===== config.mk =====
export PLATFORM = sky130hd
export DESIGN_NAME = hard_mem_1rw_byte_mask_d512_w64_req_ctrl_flat
export DESIGN_NICKNAME = d
export VERILOG_FILES = /design/src/rtl/bsg_mem_ctrl_pkg.sv /design/src/rtl/hard_mem_1rw_byte_mask_d512_w64_req_ctrl_if.sv /design/src/rtl/hard_mem_req_ctrl_rsp_fifo.sv /design/src/rtl/hard_mem_1rw_byte_mask_d512_w64_req_ctrl.sv /design/src/flat_wrapper.sv
export SDC_FILE = /design/constraint.sdc
export NUM_CORES = 1
export LEC_CHECK = 0
export ABC_AREA = 1
export CORE_MARGIN = 1.5
export CORE_UTILIZATION = 39
export CTS_BUF_LIST = sky130_fd_sc_hd__clkbuf_8
export DETAILED_ROUTE_END_ITERATION = 12
export DONT_BUFFER_PORTS = 1
export HOLD_SLACK_MARGIN = 0.06
export PLACE_DENSITY = 0.59
export SYNTH_ARGS = -nofsm -noshare
export SYNTH_HDL_FRONTEND = slang
export SYNTH_SLANG_ARGS = --single-unit

===== constraint.sdc =====
create_clock -name clk_i -period 16.9 [get_ports clk_i]
set_input_delay 3.38 -clock clk_i [delete_from_list [all_inputs] [get_ports clk_i]]
set_output_delay 3.38 -clock clk_i [all_outputs]
set_load 0.01 [all_outputs]

===== src/rtl/bsg_mem_ctrl_pkg.sv =====
// Shared constants and request bundle for the
// 512x64 byte-masked memory request front-end.
package bsg_mem_ctrl_pkg;

  localparam int width_def_c      = 64;
  localparam int els_def_c        = 512;
  localparam int rsp_els_def_c    = 3;
  localparam int addr_width_def_c = $clog2(els_def_c);
  localparam int mask_width_def_c = width_def_c >> 3;

  typedef struct packed {
    logic                        w;
    logic [addr_width_def_c-1:0] addr;
    logic [width_def_c-1:0]      data;
    logic [mask_width_def_c-1:0] mask;
  } mem_req_t;

endpackage


===== src/rtl/hard_mem_1rw_byte_mask_d512_w64_req_ctrl_if.sv =====
// Request, response and memory-pin bundle of the
// request front-end; slave is the controller side.
interface hard_mem_1rw_byte_mask_d512_w64_req_ctrl_if
  import bsg_mem_ctrl_pkg::*;
#(
  parameter int width_p = width_def_c,
  parameter int els_p   = els_def_c
);

  localparam int addr_width_lp = $clog2(els_p);
  localparam int mask_width_lp = width_p >> 3;

  logic                     v_i;
  logic                     ready_o;
  logic                     w_i;
  logic [addr_width_lp-1:0] addr_i;
  logic [width_p-1:0]       data_i;
  logic [mask_width_lp-1:0] write_mask_i;
  logic                     v_o;
  logic [width_p-1:0]       data_o;
  logic                     yumi_i;
  logic                     mem_v_o;
  logic                     mem_w_o;
  logic [addr_width_lp-1:0] mem_addr_o;
  logic [width_p-1:0]       mem_data_o;
  logic [mask_width_lp-1:0] mem_write_mask_o;
  logic [width_p-1:0]       mem_data_i;

  modport slave (
    input  v_i, w_i, addr_i, data_i,
    input  write_mask_i, yumi_i, mem_data_i,
    output ready_o, v_o, data_o,
    output mem_v_o, mem_w_o, mem_addr_o,
    output mem_data_o, mem_write_mask_o
  );

  modport master (
    output v_i, w_i, addr_i, data_i,
    output write_mask_i, yumi_i, mem_data_i,
    input  ready_o, v_o, data_o,
    input  mem_v_o, mem_w_o, mem_addr_o,
    input  mem_data_o, mem_write_mask_o
  );

endinterface


===== src/rtl/hard_mem_req_ctrl_rsp_fifo.sv =====
// Circular response FIFO with head/tail pointers
// and an occupancy counter.
module hard_mem_req_ctrl_rsp_fifo
  import bsg_mem_ctrl_pkg::*;
#(
  parameter  int width_p  = width_def_c,
  parameter  int els_p    = rsp_els_def_c,
  localparam int cnt_w_lp = $clog2(els_p + 1)
) (
  input  logic                clk_i,
  input  logic                reset_n_i,
  input  logic                push_i,
  input  logic [width_p-1:0]  data_i,
  input  logic                pop_i,
  output logic                v_o,
  output logic [width_p-1:0]  data_o,
  output logic [cnt_w_lp-1:0] count_o
);

  localparam int ptr_w_lp = $clog2(els_p);

  logic [ptr_w_lp-1:0] head_q, head_d;
  logic [ptr_w_lp-1:0] tail_q, tail_d;
  logic [cnt_w_lp-1:0] count_q, count_d;
  logic                pop;
  logic [width_p-1:0]  mem_q [els_p];

  function automatic logic [ptr_w_lp-1:0] wrap_inc(
    input logic [ptr_w_lp-1:0] p
  );
    return (p == ptr_w_lp'(els_p - 1)) ? '0 : p + 1'b1;
  endfunction

  assign pop = pop_i & (count_q != '0);

  always_comb begin
    head_d  = pop ? wrap_inc(head_q) : head_q;
    tail_d  = push_i ? wrap_inc(tail_q) : tail_q;
    count_d = count_q;
    unique case ({push_i, pop})
      2'b10:   count_d = count_q + 1'b1;
      2'b01:   count_d = count_q - 1'b1;
      default: count_d = count_q;
    endcase
  end

  always_ff @(posedge clk_i or negedge reset_n_i) begin
    if (!reset_n_i) begin
      head_q  <= '0;
      tail_q  <= '0;
      count_q <= '0;
    end else begin
      head_q  <= head_d;
      tail_q  <= tail_d;
      count_q <= count_d;
    end
  end

  // storage is left unreset; v_o qualifies data_o
  always_ff @(posedge clk_i) begin
    if (push_i) mem_q[tail_q] <= data_i;
  end

  assign v_o     = (count_q != '0);
  assign data_o  = mem_q[head_q];
  assign count_o = count_q;

endmodule


===== src/rtl/hard_mem_1rw_byte_mask_d512_w64_req_ctrl.sv =====
// Request front-end for the 512x64 byte-masked memory:
// drives the wrapper pins and buffers late read data.
module hard_mem_1rw_byte_mask_d512_w64_req_ctrl
  import bsg_mem_ctrl_pkg::*;
#(
  parameter int width_p   = width_def_c,
  parameter int els_p     = els_def_c,
  parameter int rsp_els_p = rsp_els_def_c
) (
  input logic clk_i,
  input logic reset_n_i,
  hard_mem_1rw_byte_mask_d512_w64_req_ctrl_if.slave bus
);

  localparam int addr_width_lp = $clog2(els_p);
  localparam int cnt_w_lp      = $clog2(rsp_els_p + 1);

  logic [cnt_w_lp-1:0]      count;
  logic [cnt_w_lp:0]        occ;
  logic                     ready;
  logic                     fire;
  logic                     rd_pend_q, rd_pend_d;
  logic                     rsp_v;
  logic [width_p-1:0]       rsp_data;
  logic [addr_width_lp-1:0] addr;

  // buffered plus in-flight reads must fit in the FIFO
  assign occ   = {1'b0, count} + {{cnt_w_lp{1'b0}}, rd_pend_q};
  assign ready = reset_n_i & (occ < (cnt_w_lp + 1)'(rsp_els_p));
  assign fire  = bus.v_i & ready;
  assign addr  = bus.addr_i;

  always_comb begin
    rd_pend_d            = fire & ~bus.w_i;
    bus.mem_v_o          = fire & (~bus.w_i | (|bus.write_mask_i));
    bus.mem_w_o          = bus.w_i;
    bus.mem_addr_o       = addr;
    bus.mem_data_o       = bus.data_i;
    bus.mem_write_mask_o = bus.write_mask_i;
  end

  always_ff @(posedge clk_i or negedge reset_n_i) begin
    if (!reset_n_i) rd_pend_q <= 1'b0;
    else            rd_pend_q <= rd_pend_d;
  end

  hard_mem_req_ctrl_rsp_fifo #(
    .width_p (width_p),
    .els_p   (rsp_els_p)
  ) u_rsp_fifo (
    .clk_i     (clk_i),
    .reset_n_i (reset_n_i),
    .push_i    (rd_pend_q),
    .data_i    (bus.mem_data_i),
    .pop_i     (bus.yumi_i),
    .v_o       (rsp_v),
    .data_o    (rsp_data),
    .count_o   (count)
  );

  assign bus.ready_o = ready;
  assign bus.v_o     = rsp_v;
  assign bus.data_o  = rsp_data;

endmodule


===== src/flat_wrapper.sv =====
// flat-port wrapper written by rule: the top's interface ports become plain ports
module hard_mem_1rw_byte_mask_d512_w64_req_ctrl_flat import bsg_mem_ctrl_pkg::*;
#(
  parameter int width_p   = width_def_c,
  parameter int els_p     = els_def_c,
  parameter int rsp_els_p = rsp_els_def_c
)
  (clk_i, reset_n_i, bus_v_i, bus_w_i, bus_addr_i, bus_data_i, bus_write_mask_i, bus_yumi_i, bus_mem_data_i, bus_ready_o, bus_v_o, bus_data_o, bus_mem_v_o, bus_mem_w_o, bus_mem_addr_o, bus_mem_data_o, bus_mem_write_mask_o);
  hard_mem_1rw_byte_mask_d512_w64_req_ctrl_if #(.width_p(width_p), .els_p(els_p)) bus_i ();
  input logic clk_i;
  input logic reset_n_i;
  input wire logic [$bits(bus_i.v_i)-1:0] bus_v_i;
  input wire logic [$bits(bus_i.w_i)-1:0] bus_w_i;
  input wire logic [$bits(bus_i.addr_i)-1:0] bus_addr_i;
  input wire logic [$bits(bus_i.data_i)-1:0] bus_data_i;
  input wire logic [$bits(bus_i.write_mask_i)-1:0] bus_write_mask_i;
  input wire logic [$bits(bus_i.yumi_i)-1:0] bus_yumi_i;
  input wire logic [$bits(bus_i.mem_data_i)-1:0] bus_mem_data_i;
  output wire logic [$bits(bus_i.ready_o)-1:0] bus_ready_o;
  output wire logic [$bits(bus_i.v_o)-1:0] bus_v_o;
  output wire logic [$bits(bus_i.data_o)-1:0] bus_data_o;
  output wire logic [$bits(bus_i.mem_v_o)-1:0] bus_mem_v_o;
  output wire logic [$bits(bus_i.mem_w_o)-1:0] bus_mem_w_o;
  output wire logic [$bits(bus_i.mem_addr_o)-1:0] bus_mem_addr_o;
  output wire logic [$bits(bus_i.mem_data_o)-1:0] bus_mem_data_o;
  output wire logic [$bits(bus_i.mem_write_mask_o)-1:0] bus_mem_write_mask_o;
  assign bus_i.v_i = bus_v_i;
  assign bus_i.w_i = bus_w_i;
  assign bus_i.addr_i = bus_addr_i;
  assign bus_i.data_i = bus_data_i;
  assign bus_i.write_mask_i = bus_write_mask_i;
  assign bus_i.yumi_i = bus_yumi_i;
  assign bus_i.mem_data_i = bus_mem_data_i;
  assign bus_ready_o = bus_i.ready_o;
  assign bus_v_o = bus_i.v_o;
  assign bus_data_o = bus_i.data_o;
  assign bus_mem_v_o = bus_i.mem_v_o;
  assign bus_mem_w_o = bus_i.mem_w_o;
  assign bus_mem_addr_o = bus_i.mem_addr_o;
  assign bus_mem_data_o = bus_i.mem_data_o;
  assign bus_mem_write_mask_o = bus_i.mem_write_mask_o;
  hard_mem_1rw_byte_mask_d512_w64_req_ctrl #(.width_p(width_p), .els_p(els_p), .rsp_els_p(rsp_els_p)) u_core (.clk_i(clk_i), .reset_n_i(reset_n_i), .bus(bus_i));
endmodule

== After elaboration in Yosys (flattened, before gate mapping) ==
Memory sizes are Yosys's and may differ from the RTL's.
Index checks and enable logic that the tools add are counted.
W data, S select, Z words.

* $add $sub $neg: 5
* Muxes and demuxes: 5
* $lt $le $gt $ge: 1
* Reduce and logical (&&, ||, !) cells: 3
* Bitwise logic cells: 7
* Equality and inequality tests: 4

{| class="wikitable"
|+ Operators by type and width
! kind !! count
|-
| $reduce_or A8 Y1 || 1
|-
| $add A2 B1 Y2 const B || 3
|-
| $eq A2 B2 Y1 const B || 3
|-
| $and A1 B1 Y1 || 5
|-
| $mux W2 || 2
|-
| $pmux W2 S2 || 1
|-
| $reduce_bool A2 Y1 || 2
|-
| $add A2 B1 Y3 || 1
|-
| $lt A3 B2 Y1 const B || 1
|-
| $eq A2 B1 Y1 const B || 1
|-
| $mux W1 || 2
|-
| $sub A2 B1 Y2 const B || 1
|-
| $not A1 Y1 || 1
|-
| $or A1 B1 Y1 || 1
|}

* RAM bits: 192
* Word-level logic and storage cells: 30
* Input bits: 150
* Output and inout bits: 149
* Memories kept: 1
* Bits in registers: 7

{| class="wikitable"
|+ Memory list
! memory !! depth !! bits a word !! read ports !! clocked after memory_dff !! wr ports !! RTL line !! RTL
|-
| u_core.u_rsp_fifo.mem_q || 3 || 64 || 1 || 0 || 1 || hard_mem_req_ctrl_rsp_fifo.sv:26 || <nowiki>logic [width_p-1:0] mem_q [els_p];</nowiki>
|}

== Longest topological paths before layout ==
Gate-level depths: netlist of the first run.

* Depth in word-level cells: 5
* Depth in mapped cells: 9

== Modules after synthesis ==
Synthesis of the first run repeated with hierarchy kept, for this count alone.

* Cells, all modules: 609
* Area total of the unflattened synthesis: 7986.4 µm²

{| class="wikitable"
|+ Modules (own cells, without submodules)
! module !! area each (µm²) !! cells an instance !! instances
|-
| hard_mem_req_ctrl_rsp_fifo || 7250.7 || 509 || 1
|-
| hard_mem_1rw_byte_mask_d512_w64_req_ctrl || 735.7 || 100 || 1
|}

== Least setup slack after synthesis of the first run ==
OpenSTA, ideal clock, no wires.

* Path type: input-to-output
* Start point: input port reset_n_i
* End point: output port bus_mem_v_o
* Cell stages on the path: 4
* Arrival time: 3.898 ns
* Slack: 9.622 ns
* Buffers on the path: 0
* Cells stage by stage: nand2_1 -> nor2_1 -> nand2_1 -> nor2_1

* Cells in the longest elaborated chain, start to end: 3

{| class="wikitable"
|+ RTL lines
! what !! RTL line !! RTL
|-
| from (decl) || flat_wrapper.sv:11 || <nowiki>input logic reset_n_i;</nowiki>
|-
| $and A1 B1 Y1 || hard_mem_1rw_byte_mask_d512_w64_req_ctrl.sv:29 || <nowiki>assign ready = reset_n_i & (occ < (cnt_w_lp + 1)'(rsp_els_p));</nowiki>
|-
| via bus_ready_o || flat_wrapper.sv:19 || <nowiki>output wire logic [$bits(bus_i.ready_o)-1:0] bus_ready_o;</nowiki>
|-
| $and A1 B1 Y1 || hard_mem_1rw_byte_mask_d512_w64_req_ctrl.sv:30 || <nowiki>assign fire = bus.v_i & ready;</nowiki>
|-
| $and A1 B1 Y1 || hard_mem_1rw_byte_mask_d512_w64_req_ctrl.sv:35 || <nowiki>bus.mem_v_o = fire & (~bus.w_i | (|bus.write_mask_i));</nowiki>
|-
| to (decl) || flat_wrapper.sv:22 || <nowiki>output wire logic [$bits(bus_i.mem_v_o)-1:0] bus_mem_v_o;</nowiki>
|}

The timed path passes the listed nets, and every way through them passes these cells.

== Worst setup path in the final report of the first run ==
Same ends and word-level chain as after synthesis.

==> results.cfg, run 1 <==
[cts]
clock_tree_from_tritoncts = built
count_of_clock_tree_sinks = 199
clk_path_buf_depth = 2
number_of_cts_inserted_buffers = 17
postCtsResizedCells = 0
clock_latency_ns = 0.44
cts_setup_buffers = 0
clk_root_buffer_cell = clkbuf_8
ctsHoldBuffers = 0
h-tree-depth = 4
cts.clk_slew.worst_paths_ns = 0.11

[global_route]
largest_net_degree_at_the_start_of_global_routing = 68
grt_antenna_before_repair = 0
number_of_global_route_vias_before_repair = 4000
global_routing_usage_summed_across_all_routing_layers = 0.152
total_congestion_overflow_after_global_routing = 0
grt_pass1_wl_um = 26000

[placement]
place.detailed.instances = 792
port_buffers = 0
globalplace.congestion = 0.742
detailed_place_hpwl_um = 12200

[finish]
n_antenna_cell = 0
instances_no_fill = 824
fin_util = 0.397
layout.cells.most_common = edfxtp_1
drive_gt1_frac = 0.268
final_nets = 684
layout_common_cells = edfxtp_1, nand2_1, nand2_4, nand3_2, nand3_1
areaGrowthSynthToFinish_pct = -0.345

[sta]
finalMaxSlewViolations = 0
period_needed_ns = 7.31
fin_setup_tns_ns = 0
timing.final.crit_share = 0.433
final-hold-violation-count = 0
fmax_ghz = 0.137
grt_setup_unrepaired = no
worstMarginPinSlew_ns = 0.941
finalClockSkew_ns = 0.0128
setup_viol = 0
max_slew_margin = 0.373

[power_and_ir_drop]
power_uw = 1270
power.density_cell_area_mw_per_mm2 = 146
power.leakage_uw = 0.00332
ir_drop_mv = 0.107

[synthesis]
avgSynthCellArea_um2 = 14.3
netlist_area_mm2 = 0.00870
synth.yosys.warnings = 0
synth_top_area_cell = edfxtp_1
synth.distinct_cells = 23
synth.area.top_cells = edfxtp_1, buf_4, nand2_1
seq_area_frac_synth = 0.683
syn_nets = 760
yosys.area.top_type_share = 0.663
syn-instance-count = 607
synth_register_bits = 199

[worst_hold_path]
hold_path_class = reg -> reg
hold-path-endpoint = u_core.u_rsp_fifo.count_o[0]
worst_hold_path.num_cells = 1
min-delay-start = u_core.u_rsp_fifo.count_o[0]

[worst_setup_path]
worst_r2r_endpoint = u_core.u_rsp_fifo.head_q[0]
critical_path_required_ns = 13.52
element_type_at_the_critical_path_end = output port
rr_worst_depth = 5
ff2ff_setup_slack_ns = 14.61
worstPathArrival_ns = 3.93
worst_setup_path_startpoint = reset_n_i
path_class = in -> out
critical_path_peak_fanout = 8
startpoint_type = input port
start_of_the_worst_register_to_register_path = u_core.u_rsp_fifo.head_q[1]

[drt]
via_per_inst = 4.83
drc = 0
vias = 3982
antenna_violating_nets_post_route = 0
drt_pass1_iterations = 4
route.final.wire_length_um = 17800
wl_per_cell_um = 21.6
1st_iter_drt_viols = 246

[outcome]
status = completed

[run]
max_cap_viol_count = 0

[floorplan]
io_pins = 299
die-area_mm2 = 0.0232
die_h_um = 152
width_of_the_chip_um = 152
core_region_area_mm2 = 0.0218
fp-row-count = 54
floorplan.initialDensity = 0.399
## power by group
part | internal [µW] | leakage (µW) | total [µW] | switching [µW]
Sequential | 577 | 0.00182 | 591 | 13.9
Combinational | 98.2 | 0.00130 | 377 | 278
Clock | 124 | 0.000193 | 299 | 175
Total | 800 | 0.00332 | 1270 | 467
## Yosys cell counts (all sizes together)
master,number
nand2,205
edfxtp,192
buf,103
nand3,68
inv,12
nor2,10
dfrtp,7
ha,3
o21ai,3
nand4,1
nor3,1
or2,1
xnor2,1
## through the flow
stage / worst slack, ns / instance area [µm²] / hold slack, ns
2_1_floorplan: 9.62 / 8700 / 0.468
3_3_place_gp: 9.55 / 8270 / 0.485
3_5_place_dp: 9.57 / 8270 / 0.534
4_1_cts: 9.58 / 8670 / 0.549
5_1_grt: 9.53 / 8670 / 0.593
6_report: 9.59 / 8670 / 0.552
## worst max-delay path by stage
stage                       end  slack [ns]
floorplan           bus_mem_v_o        9.62
global placement    bus_mem_v_o        9.55
detailed placement  bus_mem_v_o        9.57
CTS                 bus_mem_v_o        9.58
global route        bus_mem_v_o        9.53
finish              bus_mem_v_o        9.59
## worst max-delay path, stage by stage
cell,delay [ns]
nand2_1,0.03
nor2_1,0.21
nand2_1,0.10
nor2_1,0.21
## per-layer routing
| layer | global-route usage | vias to the layer above | part of all wire |
|---|---|---|---|
| met5 | 0 | - | 0 |
| met4 | 0.0499 | 0 | 0.022 |
| met3 | 0.0902 | 37 | 0.13 |
| met2 | 0.267 | 185 | 0.53 |
| met1 | 0.147 | 1922 | 0.32 |
| li1 | - | 1838 | - |
## flip-flops by register name, summed over array words and instances (netlist names)
register / flops
u_core.u_rsp_fifo.head_q: 2
u_core.u_rsp_fifo.mem_q: 192
u_core.u_rsp_fifo.tail_q: 2
u_core.rd_pend_q: 1
u_core.u_rsp_fifo.count_o: 2
## area by class of cell
class,instances,area [µm²]
flip-flops and latches,199,5940
well taps,280,350
multi-input cells,293,1870
clock inverters,15,166
clock buffers,17,234
repair buffers,8,60.1
fillers,1984,13200
inverters,12,45.0
## cells by family (layout without fill, tap and decap cells)
logic type                 Yosys count  count (layout)  synth area share
AOI/OAI and AO/OA                    3               3           0.00173
xor gates and xnor gates             1               1           0.00101
adders and majority gates            3               3           0.00432
buffers and inverters              115              52             0.103
DFF                                199             199             0.683
and+or+nand+nor                    286             286             0.207
(Power assumes the default switching activity.)
==> run 2, diff against run 1 <==
clock period = 7.4 ns   (was 16.9 ns; I/O delays follow)
==> results.cfg, run 2 (synthesized netlist as in run 1, its figures left out) <==
[worst_setup_path]
timing.critical_path.cells = buf_4, nor2_4, buf_4, nand2_1, nand3_1
startpoint_type = register
crit_path_max_incr_delay_ns = 0.70
cp_common_cell = buf_4
critical_path_required_ns = 5.92
path_class = reg -> out
worstPathArrival_ns = 2.74
critical_path_peak_fanout = 42
element_type_at_the_critical_path_end = output port
cell_with_the_biggest_individual_delay_on_the_critical_path = buf_4

[cts]
cts.clk_slew.worst_paths_ns = 0.10
ctsHoldBuffers = 0
clock_tree_from_tritoncts = built
number_of_cts_inserted_buffers = 17
count_of_clock_tree_sinks = 199
clk_root_buffer_cell = clkbuf_8
cts_setup_buffers = 0
h-tree-depth = 4
clock_latency_ns = 0.45
clk_path_buf_depth = 2
postCtsResizedCells = 0

[drt]
wl_per_cell_um = 22.1
drt_pass1_iterations = 4
1st_iter_drt_viols = 215
via_per_inst = 4.93
drc = 0
vias = 4060
antenna_violating_nets_post_route = 0
route.final.wire_length_um = 18200

[floorplan]
core_region_area_mm2 = 0.0218
die_h_um = 152
floorplan.initialDensity = 0.399
width_of_the_chip_um = 152
fp-row-count = 54
io_pins = 299
die-area_mm2 = 0.0232

[placement]
dpl_cell_area_mm2 = 0.00827
place.detailed.instances = 792
detailed_place_hpwl_um = 12500
port_buffers = 0
preCtsSetupSlack_ns = 3.63
globalplace.congestion = 0.754

[finish]
largest_register = u_core.u_rsp_fifo.mem_q
sequential_cell_area_mm2 = 0.00594
flip_flop_count_of_the_largest_register_all_copies_and_words_added = 192
drive_gt1_frac = 0.270
fin_util = 0.397
n_antenna_cell = 0
areaGrowthSynthToFinish_pct = -0.460
multiInputGateArea_mm2 = 0.00187
layout.cells.most_common = edfxtp_1
final_cell_area_mm2 = 0.00866
instances_no_fill = 824
fill_cells = 2012
layout_common_cells = edfxtp_1, nand2_1, nand2_4, nand3_2, nand3_1
final_nets = 684

[power_and_ir_drop]
power.leakage_uw = 0.00331
ir_drop_mv = 0.188
power.density_cell_area_mw_per_mm2 = 332

[sta]
period_needed_ns = 4.22
timing.final.crit_share = 0.570
fmax_ghz = 0.237
setup_viol = 0
grt_setup_unrepaired = no
worstMarginPinSlew_ns = 0.901
layout_setup_ws_ns = 3.18
max_slew_margin = 0.399
fin_setup_tns_ns = 0
finalMaxSlewViolations = 0
final-hold-violation-count = 0
finalClockSkew_ns = 0.0110

[run]
max_cap_viol_count = 0

[global_route]
grt_pass1_wl_um = 27300
largest_net_degree_at_the_start_of_global_routing = 66
number_of_global_route_vias_before_repair = 4218
total_congestion_overflow_after_global_routing = 0
grt_antenna_before_repair = 0
global_routing_usage_summed_across_all_routing_layers = 0.159

[outcome]
status = completed

[worst_hold_path]
hold_path_class = reg -> reg
[run 2: changes by cell type in the layout (fill, tap and decap cells not counted)]
cell and change:
clkinv_4 +2, inv_6 +1, bufinv_16 -1, inv_8 -1
clkinvlp_4 -1, clkinv_8 +1, clkinv_1 -1
[run 2: through the flow]
stage,power [µW],hold WS (ns)
after CTS,2930,0.546
after floorplan,2200,0.468
after detailed placement,2260,0.519
after global routing,3040,0.590
after global placement,2240,0.495
final,2870,0.544
[run 2: metal layers]
metal  global-route usage  vias up  wire length, µm
met5              0.00207        -                0
met3               0.0850       39             2360
met2                0.278      215             9650
met1                0.161     1963             5850
li1                     -     1843                -
met4               0.0573        0              379
[run 2: cell type report]
type	instances	area share
sequential	199	0.686
multi-input combinational	293	0.216
tap	280	0.0405
inverter	12	0.00520
clock buffer	17	0.0270
timing repair buffer	8	0.00694
clock inverter	15	0.0181
[run 2: critical path: cells and delay by family, from the launching register on]
| family | cells | cell delay [ns] |
|---|---|---|
| simple gates | 3 | 0.50 |
| buf+inv | 2 | 1.09 |
| flops | 1 | 0.63 |
[run 2: path summary, 6_finish.rpt]
check | start | to | slack [ns] | cells after the start
max | u_core.u_rsp_fifo.head_q[1] | bus_data_o[58] | 3.18 | 5
min | u_core.u_rsp_fifo.count_o[1] | u_core.u_rsp_fifo.count_o[1] | 0.54 | 2
max reg2reg | u_core.u_rsp_fifo.head_q[1] | u_core.u_rsp_fifo.head_q[1] | 5.18 | 5
min reg2reg | u_core.u_rsp_fifo.count_o[1] | u_core.u_rsp_fifo.count_o[1] | 0.54 | 2
max in group asynchronous | reset_n_i | u_core.u_rsp_fifo.head_q[1] | 6.62 | 0
min in group asynchronous | reset_n_i | u_core.rd_pend_q | 0.70 | 0
[run 2: power breakdown]
part / switching [µW] / internal [µW] / total (µW)
Clock: 412 / 253 / 665
Sequential: 51.2 / 1320 / 1370
Combinational: 613 / 224 / 837
==> run 3, diff against run 2 <==
clock period = 3.9 ns   (was 7.4 ns; I/O delays follow)
==> results.cfg, run 3 (synthesized netlist as in run 1, its figures left out) <==
[placement]
globalplace.congestion = 0.757
port_buffers = 0
detailed_place_hpwl_um = 12800

[drt]
1st_iter_drt_viols = 147
drc = 0
vias = 4009
antenna_violating_nets_post_route = 0
route.final.wire_length_um = 18200
via_per_inst = 4.85
wl_per_cell_um = 22.0
drt_pass1_iterations = 4

[cts]
clk_path_buf_depth = 2
clock_latency_ns = 0.45
number_of_cts_inserted_buffers = 17
clock_tree_from_tritoncts = built
clk_root_buffer_cell = clkbuf_8
cts_setup_buffers = 0
h-tree-depth = 4
count_of_clock_tree_sinks = 199
cts.clk_slew.worst_paths_ns = 0.10

[finish]
final_nets = 688
flip_flop_count_of_the_largest_register_all_copies_and_words_added = 192
n_antenna_cell = 0
areaGrowthSynthToFinish_pct = 0.417
drive_gt1_frac = 0.272
fin_util = 0.400
largest_register = u_core.u_rsp_fifo.mem_q
layout_common_cells = edfxtp_1, nand2_1, nand2_4, nand3_2, nand3_1
layout.cells.most_common = edfxtp_1

[sta]
final-hold-violation-count = 0
fmax_ghz = 0.344
finalClockSkew_ns = 0.0119
fin_setup_tns_ns = 0
timing.final.crit_share = 0.744
max_slew_margin = 0.470
finalMaxSlewViolations = 0
worstMarginPinSlew_ns = 0.794
grt_setup_unrepaired = no
setup_viol = 0
period_needed_ns = 2.90

[worst_setup_path]
cp_num_buf_inv = 1
crit_path_max_incr_delay_ns = 0.73
path_class = reg -> out
startpoint_type = register
worstPathArrival_ns = 2.12
critical_path_peak_fanout = 45
critical_path_required_ns = 3.12
critical_path.top_delay_family = flip-flops
ff2ff_setup_slack_ns = 1.80
cell_with_the_biggest_individual_delay_on_the_critical_path = dfrtp_2
element_type_at_the_critical_path_end = output port
timing.critical_path.cells = buf_4, nand2_1, nand3_1

[floorplan]
die_h_um = 152
fp-row-count = 54
width_of_the_chip_um = 152
die-area_mm2 = 0.0232
io_pins = 299
core_region_area_mm2 = 0.0218
floorplan.initialDensity = 0.399

[power_and_ir_drop]
power.density_cell_area_mw_per_mm2 = 634
ir_drop_mv = 0.321
power_uw = 5540
power.leakage_uw = 0.00336

[global_route]
total_congestion_overflow_after_global_routing = 0
largest_net_degree_at_the_start_of_global_routing = 46
grt_pass1_wl_um = 26800
grt_antenna_before_repair = 0
global_routing_usage_summed_across_all_routing_layers = 0.158
number_of_global_route_vias_before_repair = 4063

[worst_hold_path]
hold_path_class = in -> reg

[run]
max_cap_viol_count = 0

[outcome]
status = completed
==> run 3: changes by cell type in the layout (fill, tap and decap cells not counted), moves of 2 or more <==
| cell | previous run | this run |
|---|---|---|
| clkinv_4 | 2 | 4 |
| clkinvlp_4 | 2 | 0 |
| clkinv_8 | 3 | 1 |
| buf_12 | 0 | 2 |
| inv_8 | 4 | 2 |
| bufinv_16 | 0 | 2 |
==> run 3: path summary, 6_finish.rpt <==
path / startpoint / end / depth (start not counted)
max: u_core.u_rsp_fifo.head_q[1] / bus_data_o[35] / 3
min: bus_w_i / u_core.rd_pend_q / 1
max reg2reg: u_core.u_rsp_fifo.tail_q[1] / u_core.u_rsp_fifo.mem_q[0][62] / 4
min reg2reg: u_core.u_rsp_fifo.count_o[0] / u_core.u_rsp_fifo.count_o[0] / 1
max in group asynchronous: reset_n_i / u_core.u_rsp_fifo.head_q[1] / 1
min in group asynchronous: reset_n_i / u_core.u_rsp_fifo.count_o[1] / 1
==> run 3: stage by stage <==
| stage | instance area [µm²] | cells | setup WS (ns) | hold slack [ns] |
|---|---|---|---|---|
| after floorplan | 8700 | 607 | 0.506 | 0.468 |
| final | 8740 | 827 | 0.997 | 0.395 |
| after global placement | 8320 | 795 | 1.49 | 0.485 |
| after global routing | 8740 | 827 | 0.811 | 0.361 |
| after detailed placement | 8320 | 795 | 1.39 | 0.485 |
| after CTS | 8740 | 827 | 0.875 | 0.355 |
==> run 3: area by class of cell <==
class	count	area, µm²
Clock buffer	17	234
Inverter	12	45.0
Multi-Input combinational cell	293	1880
Sequential cell	199	5940
Tap cell	280	350
Timing Repair Buffer	12	118
Fill cell	2007	13100
Clock inverter	14	169
==> run 3: timing repair <==
action | CTS | global route
gates resized for setup | 0 | 0
hold buffers | 1 | 0
endpoints found under the hold margin | 7 | 0
==> run 3: layer usage <==
metal | global-route usage | vias up | wire [µm]
li1 | - | 1848 | -
met1 | 0.149 | 1948 | 5800
met2 | 0.288 | 185 | 9950
met5 | 0.00621 | - | 0
met4 | 0.0559 | 0 | 411
met3 | 0.0811 | 28 | 2070
==> run 3: where the power goes <==
| group | total, µW | switching (µW) | internal (µW) |
|---|---|---|---|
| combinational | 1620 | 1170 | 447 |
| clock | 1330 | 738 | 588 |
| sequential | 2600 | 96.9 | 2500 |
| total | 5540 | 2000 | 3540 |
